## src/rtl/dw03_bictr_sweep_ctl_if.sv

```systemverilog
// Bundle between the sweep sequencer, its host and the 4-bit up/down counter.
// Latency: none. The interface holds wires only.
// Backpressure: none. The counter follows load and cen on every clock.
interface dw03_bictr_sweep_ctl_if #(
    parameter int PRE_W = 8,
    parameter int REP_W = 4
);
    // host command / configuration
    logic             start;
    logic             abort;
    logic [3:0]       cfg_start;
    logic [3:0]       cfg_end;
    logic             cfg_dir;
    logic             cfg_bounce;
    logic [PRE_W-1:0] cfg_prescale;
    logic [REP_W-1:0] cfg_repeat;
    // counter feedback
    logic             tercnt;
    logic [3:0]       count;
    // counter control
    logic [3:0]       data;
    logic             load;
    logic             up_dn;
    logic             cen;
    logic [3:0]       count_to;
    // status
    logic             busy;
    logic             done;
    logic [REP_W-1:0] pass_cnt;

    // The sweep controller
    modport slave (
        input  start, abort, cfg_start, cfg_end, cfg_dir, cfg_bounce,
               cfg_prescale, cfg_repeat, tercnt, count,
        output data, load, up_dn, cen, count_to, busy, done, pass_cnt
    );

    // Host plus counter environment
    modport master (
        output start, abort, cfg_start, cfg_end, cfg_dir, cfg_bounce,
               cfg_prescale, cfg_repeat, tercnt, count,
        input  data, load, up_dn, cen, count_to, busy, done, pass_cnt
    );
endinterface

```

## src/rtl/dw03_bictr_sweep_ctl.sv

```systemverilog
// Sweep sequencer: drives a 4-bit up/down counter through start->end passes at a prescaled step rate.
// Latency: start -> load 1 cycle -> first cen 2 cycles; a pass with prescale 0 takes distance+3 cycles.
// Backpressure: none. start is taken only in IDLE, and abort returns to IDLE on the next edge.
module dw03_bictr_sweep_ctl #(
    parameter int PRE_W = 8,
    parameter int REP_W = 4
) (
    input  logic                    i_clk,
    input  logic                    i_reset,
    dw03_bictr_sweep_ctl_if.slave   io_bus
);

    typedef enum logic [2:0] {
        S_IDLE = 3'd0,
        S_LOAD = 3'd1,
        S_RUN  = 3'd2,
        S_TURN = 3'd3,
        S_DONE = 3'd4
    } state_t;

    state_t           r_state;
    state_t           w_state_nxt;

    // configuration shadow, frozen for the whole sequence
    logic [3:0]       r_sh_start;
    logic [3:0]       r_sh_end;
    logic             r_sh_bounce;
    logic [PRE_W-1:0] r_sh_prescale;
    logic [REP_W-1:0] r_sh_repeat;

    // datapath
    logic [PRE_W-1:0] r_presc;
    logic [REP_W:0]   r_pass;      // one extra bit so that repeat = all-ones can reach its target
    logic [3:0]       r_data;
    logic             r_up_dn;
    logic [3:0]       r_count_to;

    logic             w_tick;
    logic [REP_W:0]   w_pass_nxt;
    logic [REP_W:0]   w_pass_tgt;
    logic             w_last;
    logic             w_load;
    logic             w_cen;
    logic             w_busy;
    logic             w_done;

    assign w_tick     = (r_presc == r_sh_prescale);
    assign w_pass_nxt = r_pass + {{REP_W{1'b0}}, 1'b1};
    assign w_pass_tgt = {1'b0, r_sh_repeat} + {{REP_W{1'b0}}, 1'b1};
    assign w_last     = (w_pass_nxt == w_pass_tgt);

    // State register
    always_ff @(posedge i_clk) begin
        if (i_reset) begin
            r_state <= S_IDLE;
        end else begin
            r_state <= w_state_nxt;
        end
    end

    // Next state and per-cycle strobes. cen is combinational from tercnt, so the terminal count always blocks a step.
    always_comb begin
        w_state_nxt = r_state;
        w_load      = 1'b0;
        w_cen       = 1'b0;
        w_busy      = 1'b1;
        w_done      = 1'b0;
        case (r_state)
            S_IDLE: begin
                w_busy = 1'b0;
                if (io_bus.start) begin
                    w_state_nxt = S_LOAD;
                end
            end
            S_LOAD: begin
                w_load      = 1'b1;
                w_state_nxt = S_RUN;
            end
            S_RUN: begin
                if (io_bus.tercnt) begin
                    w_state_nxt = S_TURN;
                end else begin
                    w_cen = w_tick;
                end
            end
            S_TURN: begin
                if (w_last) begin
                    w_state_nxt = S_DONE;
                end else if (r_sh_bounce) begin
                    w_state_nxt = S_RUN;
                end else begin
                    w_state_nxt = S_LOAD;
                end
            end
            S_DONE: begin
                w_done      = ~io_bus.abort;
                w_state_nxt = S_IDLE;
            end
            default: begin
                w_state_nxt = S_IDLE;
            end
        endcase
        // abort overrides any sequencing decision
        if (io_bus.abort && (r_state != S_IDLE)) begin
            w_state_nxt = S_IDLE;
        end
    end

    // Shadow capture, prescaler, pass counter and counter-control registers
    always_ff @(posedge i_clk) begin
        if (i_reset) begin
            r_sh_start    <= 4'd0;
            r_sh_end      <= 4'd0;
            r_sh_bounce   <= 1'b0;
            r_sh_prescale <= '0;
            r_sh_repeat   <= '0;
            r_presc       <= '0;
            r_pass        <= '0;
            r_data        <= 4'd0;
            r_up_dn       <= 1'b1;
            r_count_to    <= 4'd0;
        end else begin
            case (r_state)
                S_IDLE: begin
                    if (io_bus.start) begin
                        r_sh_start    <= io_bus.cfg_start;
                        r_sh_end      <= io_bus.cfg_end;
                        r_sh_bounce   <= io_bus.cfg_bounce;
                        r_sh_prescale <= io_bus.cfg_prescale;
                        r_sh_repeat   <= io_bus.cfg_repeat;
                        r_pass        <= '0;
                        r_data        <= io_bus.cfg_start;
                        r_up_dn       <= io_bus.cfg_dir;
                        r_count_to    <= io_bus.cfg_end;
                    end
                end
                S_LOAD: begin
                    r_presc <= '0;
                end
                S_RUN: begin
                    r_presc <= w_tick ? '0 : r_presc + {{(PRE_W-1){1'b0}}, 1'b1};
                end
                S_TURN: begin
                    // an aborted turn does not count as a completed pass
                    if (!io_bus.abort) begin
                        r_pass <= w_pass_nxt;
                        if (!w_last && r_sh_bounce) begin
                            // reverse in place; the counter keeps its position
                            r_up_dn    <= ~r_up_dn;
                            r_count_to <= (r_count_to == r_sh_end) ? r_sh_start : r_sh_end;
                            r_presc    <= '0;
                        end
                    end
                end
                default: begin
                end
            endcase
        end
    end

    assign io_bus.data     = r_data;
    assign io_bus.load     = w_load;
    assign io_bus.up_dn    = r_up_dn;
    assign io_bus.cen      = w_cen;
    assign io_bus.count_to = r_count_to;
    assign io_bus.busy     = w_busy;
    assign io_bus.done     = w_done;
    // the visible count saturates at all-ones once the wide internal count passes it
    assign io_bus.pass_cnt = r_pass[REP_W] ? {REP_W{1'b1}} : r_pass[REP_W-1:0];

endmodule
```

## src/flat_wrapper.sv

```systemverilog
// flat-port wrapper written by rule: the top's interface ports become plain ports
module dw03_bictr_sweep_ctl_flat 
#(
    parameter int PRE_W = 8,
    parameter int REP_W = 4
)
  (i_clk, i_reset, io_bus_start, io_bus_abort, io_bus_cfg_start, io_bus_cfg_end, io_bus_cfg_dir, io_bus_cfg_bounce, io_bus_cfg_prescale, io_bus_cfg_repeat, io_bus_tercnt, io_bus_count, io_bus_data, io_bus_load, io_bus_up_dn, io_bus_cen, io_bus_count_to, io_bus_busy, io_bus_done, io_bus_pass_cnt);
  dw03_bictr_sweep_ctl_if #(.PRE_W(PRE_W), .REP_W(REP_W)) io_bus_i ();
  input  logic i_clk;
  input  logic i_reset;
  input wire logic [$bits(io_bus_i.start)-1:0] io_bus_start;
  input wire logic [$bits(io_bus_i.abort)-1:0] io_bus_abort;
  input wire logic [$bits(io_bus_i.cfg_start)-1:0] io_bus_cfg_start;
  input wire logic [$bits(io_bus_i.cfg_end)-1:0] io_bus_cfg_end;
  input wire logic [$bits(io_bus_i.cfg_dir)-1:0] io_bus_cfg_dir;
  input wire logic [$bits(io_bus_i.cfg_bounce)-1:0] io_bus_cfg_bounce;
  input wire logic [$bits(io_bus_i.cfg_prescale)-1:0] io_bus_cfg_prescale;
  input wire logic [$bits(io_bus_i.cfg_repeat)-1:0] io_bus_cfg_repeat;
  input wire logic [$bits(io_bus_i.tercnt)-1:0] io_bus_tercnt;
  input wire logic [$bits(io_bus_i.count)-1:0] io_bus_count;
  output wire logic [$bits(io_bus_i.data)-1:0] io_bus_data;
  output wire logic [$bits(io_bus_i.load)-1:0] io_bus_load;
  output wire logic [$bits(io_bus_i.up_dn)-1:0] io_bus_up_dn;
  output wire logic [$bits(io_bus_i.cen)-1:0] io_bus_cen;
  output wire logic [$bits(io_bus_i.count_to)-1:0] io_bus_count_to;
  output wire logic [$bits(io_bus_i.busy)-1:0] io_bus_busy;
  output wire logic [$bits(io_bus_i.done)-1:0] io_bus_done;
  output wire logic [$bits(io_bus_i.pass_cnt)-1:0] io_bus_pass_cnt;
  assign io_bus_i.start = io_bus_start;
  assign io_bus_i.abort = io_bus_abort;
  assign io_bus_i.cfg_start = io_bus_cfg_start;
  assign io_bus_i.cfg_end = io_bus_cfg_end;
  assign io_bus_i.cfg_dir = io_bus_cfg_dir;
  assign io_bus_i.cfg_bounce = io_bus_cfg_bounce;
  assign io_bus_i.cfg_prescale = io_bus_cfg_prescale;
  assign io_bus_i.cfg_repeat = io_bus_cfg_repeat;
  assign io_bus_i.tercnt = io_bus_tercnt;
  assign io_bus_i.count = io_bus_count;
  assign io_bus_data = io_bus_i.data;
  assign io_bus_load = io_bus_i.load;
  assign io_bus_up_dn = io_bus_i.up_dn;
  assign io_bus_cen = io_bus_i.cen;
  assign io_bus_count_to = io_bus_i.count_to;
  assign io_bus_busy = io_bus_i.busy;
  assign io_bus_done = io_bus_i.done;
  assign io_bus_pass_cnt = io_bus_i.pass_cnt;
  dw03_bictr_sweep_ctl #(.PRE_W(PRE_W), .REP_W(REP_W)) u_core (.i_clk(i_clk), .i_reset(i_reset), .io_bus(io_bus_i));
endmodule
```

## config.mk

```make
export PLATFORM = sky130hd
export DESIGN_NAME = dw03_bictr_sweep_ctl_flat
export DESIGN_NICKNAME = d
export VERILOG_FILES = /design/src/rtl/dw03_bictr_sweep_ctl_if.sv /design/src/rtl/dw03_bictr_sweep_ctl.sv /design/src/flat_wrapper.sv
export SDC_FILE = /design/constraint.sdc
export NUM_CORES = 1
export LEC_CHECK = 0
export ABC_AREA = 1
export BUFFER_PORTS_ARGS = -buffer_cell sky130_fd_sc_hd__buf_2
export CAP_MARGIN = 20
export CELL_PAD_IN_SITES_DETAIL_PLACEMENT = 1
export CELL_PAD_IN_SITES_GLOBAL_PLACEMENT = 2
export CORE_MARGIN = 5
export CORE_UTILIZATION = 32
export CTS_BUF_LIST = sky130_fd_sc_hd__clkbuf_8
export DETAILED_ROUTE_END_ITERATION = 10
export PLACE_DENSITY = 0.95
export SYNTH_ARGS = -nofsm -noshare
export SYNTH_HDL_FRONTEND = slang
export SYNTH_SLANG_ARGS = --single-unit
```

## constraint.sdc

```tcl
create_clock -name i_clk -period 4 [get_ports i_clk]
set_input_delay 0.8 -clock i_clk [delete_from_list [all_inputs] [get_ports i_clk]]
set_output_delay 0.8 -clock i_clk [all_outputs]
set_load 0.1 [all_outputs]
```

==> impl_metrics.toml <==
[outcome]
outcome = "finished, final reports clean"

[worst_hold_path]
worstHoldStart = "u_core.r_sh_prescale[5]"
min_to = "u_core.r_sh_prescale[5]"
min_path_cells = 2
hp-class = "reg2reg"

[yosys]
synth_compound_area_share_pct = 15.3
synth_area_leader_cell = "dfxtp_1"
synthFlopType = "dfxtp_1"
synth-xor-area-share_pct = 3.15
yosys_warnings = 0
seq_area_frac_synth_pct = 37.8
syn-num-nets = 371
synthTopCellsByArea = "dfxtp_1, nand2_1, nor2_1, o21ai_0, inv_1"
synth_top_family_by_area = "simple AND/OR/NAND/NOR gates"
synth_area_mm2 = 0.00222
synthMuxAreaShare_pct = 0
synth.most_common_cell = "nand2_1"
ys_async_sr_fraction_pct = 0
synth_top_cells_by_count = "nand2_1, nor2_1, dfxtp_1"
syn_area_per_cell_um2 = 6.60
synth_top_area_share_pct = 37.8
synthCells = 337
synth_edf_count = 0
synthAdderAreaFrac_pct = 1.69
yosysUniqueCellTypes = 29
yosys.area_share.simple_pct = 32.8
ys_ff_latch = 42

[global_routing]
grt_max_degree = 34
antenna_found_initial = 0
globalRouteOverflowTotal = 0
use_met3_pct = 3.70
grt-busiest-layer = "met2"
grtUsageMet2_pct = 25.6
grt_pass1_wl_um = 10100
grt_pass1_vias = 2291
grt_usage_pct = 14.4
grt_util_met1_pct = 16.8

[routing]
finalWirelength_um = 5820
ant_nets = 0
wire_per_inst_um = 12.2
drc = 0
viasPerCell = 4.74
initialDrtViolationCount = 60
firstDrtPassIters = 4
vias = 2256

[place]
dp_hpwl_um = 4500
place_congestion = 0.774
placed_cell_area_mm2 = 0.00252
port_buffers = 43

[floorplan]
core_area_mm2 = 0.00679
io_pins = 48
initial_core_util_pct = 32.7
std_cell_rows = 30
die_h_um = 93.4
die_area_mm2 = 0.00872
die_x_um = 93.4

[worst_setup_path]
cp.arrival_ns = 1.90
cp.required_ns = 3.20
path_buf_inv = 1
r2r-start = "u_core.r_state[0]"
crit_chain = "nor3_1, nand2_1, nor2_1, buf_2"
critPathTopFamily = "simple AND/OR/NAND/NOR gates"
endpoint_kind = "primary output"
critPathLaunchType = "register"
r2r_slack_ns = 1.60
rr_worst_depth = 10
cp_slowest_cell = "nor3_1"
crit_path_max_fanout = 6
crit_type = "reg2out"
cpPeakStageDelay_ns = 0.44
reg2reg_to = "u_core.r_pass[1]"

[clocking]
cts_made_buffers = 5
cts.sink_count = 42
cts_hold_buf = 0
htree_levels = 2
clk_pin_slew_ns = 0.08
clockBufferDepth = 2
cts_setup_buffers = 0
cts_tree = "done"
clk_latency_ns = 0.29
cts_root_buffer = "clkbuf_8"
cts.repair.resized = 0

[power]
cellPowerDensity_mw_per_mm2 = 509
cellInternalPower_mw = 0.735
clkPwrFrac_pct = 21.7
seqPwrFrac_pct = 38.7
vdd_drop_max_v = 0.000250
swShare_pct = 45.0
comb_power_share_pct = 39.6
p_leak_nw = 1.20
power.switching_mw = 0.600

[cells_and_area]
layout.nets = 413
fin_area_mm2 = 0.00262
n_antenna_cell = 0
layout-drive-gt1-share_pct = 17.4
areaGrowthSynthToFinish_pct = 17.8
final_util_pct = 38.6

[timing]
fin_setup_tns_ns = 0
final_max_slew_viol_count = 0
setup_violations = 0
tightest_slew_ns = 0.740
rsz0062_at_grt = "no"
period_minus_slack_ns = 2.70
fmax_mhz = 370
slew_headroom_pct = 50.4
hold_ws_ns = 0.480
fin_crit_sh_pct = 67.5
hold_viol = 0
skew_ns = 0.00342

[job]
drv_cap = 0
## layout make-up
cell class | instances | area, um2
timing repair buffer | 43 | 215
inverter | 45 | 171
clock inverter | 2 | 12.5
sequential | 42 | 841
clock buffer | 6 | 82.6
fill | 923 | 4170
tap | 96 | 120
multi-input combinational | 242 | 1180
## through the flow
stage / instances / worst slack (ns) / power (mW)
floorplan: 337 / 0.337 / 0.948
global placement: 468 / 1.43 / 1.05
finish: 476 / 1.30 / 1.33
detailed placement: 468 / 1.42 / 1.06
CTS: 476 / 1.27 / 1.36
global route: 476 / 1.11 / 1.42
## layout by cell type (no fill, tap or decap)
| master | synthesis | final |
|---|---|---|
| a211oi_2 | 1 | 1 |
| a21oi_1 | 28 | 28 |
| a21oi_4 | 1 | 1 |
| a22oi_1 | 1 | 1 |
| a31oi_1 | 1 | 1 |
| buf_2 | 0 | 43 |
| clkbuf_8 | 0 | 6 |
| clkinv_1 | 1 | 1 |
| clkinv_2 | 0 | 1 |
| clkinvlp_4 | 0 | 1 |
| dfxtp_1 | 42 | 42 |
| ha_1 | 3 | 3 |
| inv_1 | 39 | 39 |
| inv_2 | 4 | 4 |
| inv_4 | 1 | 1 |
| nand2_1 | 80 | 80 |
| nand2_2 | 2 | 2 |
| nand2_4 | 1 | 1 |
| nand3_1 | 20 | 20 |
| nand3b_1 | 2 | 2 |
| nand4_1 | 9 | 9 |
| nor2_1 | 43 | 43 |
| nor2_2 | 3 | 3 |
| nor3_1 | 5 | 5 |
| nor3_4 | 1 | 1 |
| nor4_1 | 1 | 1 |
| o211ai_1 | 1 | 1 |
| o21ai_0 | 30 | 30 |
| or2_2 | 1 | 1 |
| xnor2_1 | 2 | 2 |
| xor2_1 | 6 | 6 |
## layer usage
metal  vias to the layer above  share of wire [%]  wire (um)
li1                       1168                  -          -
met1                      1048                 46       2660
met2                        34                 49       2840
met3                         6                4.2        247
met4                         0                1.2         70
met5                         -                  0          0
## how the worst max path moves through the flow
stage                            from          endpoint  slack [ns]  cells past startpoint
floorplan                io_bus_abort       io_bus_done        0.34                      1
global placement         io_bus_start  u_core.r_pass[1]        1.43                      8
detailed placement       io_bus_start  u_core.r_pass[1]        1.42                      8
CTS                 u_core.r_state[2]        io_bus_cen        1.27                      4
global route        u_core.r_state[1]        io_bus_cen        1.11                      5
finish              u_core.r_state[2]        io_bus_cen        1.30                      4
## cells by family (layout without fill, tap and decap cells)
| logic type | Yosys count | count (layout) |
|---|---|---|
| fa+ha+maj | 3 | 3 |
| xor+xnor | 8 | 8 |
| simple gates | 168 | 168 |
| compound gates | 63 | 63 |
| flops | 42 | 42 |
| buf+inv | 53 | 96 |
## flip-flops by register name (all words and copies together), names as in the netlist
signal,flops
u_core.io_bus.count_to,4
u_core.io_bus.data,4
u_core.io_bus.up_dn,1
u_core.r_pass,5
u_core.r_presc,8
u_core.r_sh_bounce,1
u_core.r_sh_end,4
u_core.r_sh_prescale,8
u_core.r_sh_repeat,4
u_core.r_state,3
## power by group through the flow
| stage | sequential, mW | combinational [mW] | clock, mW |
|---|---|---|---|
| global placement | 0.525 | 0.523 | 0 |
| finish | 0.517 | 0.529 | 0.289 |
| detailed placement | 0.526 | 0.534 | 0 |
| global route | 0.526 | 0.580 | 0.318 |
| floorplan | 0.644 | 0.304 | 0 |
| CTS | 0.518 | 0.536 | 0.301 |
## tightest hold or removal path, stage by stage, from the launching register on
cell,delay [ns]
dfxtp_1,0.32
inv_1,0.06
a21oi_1,0.06
(Power assumes the default switching activity.)
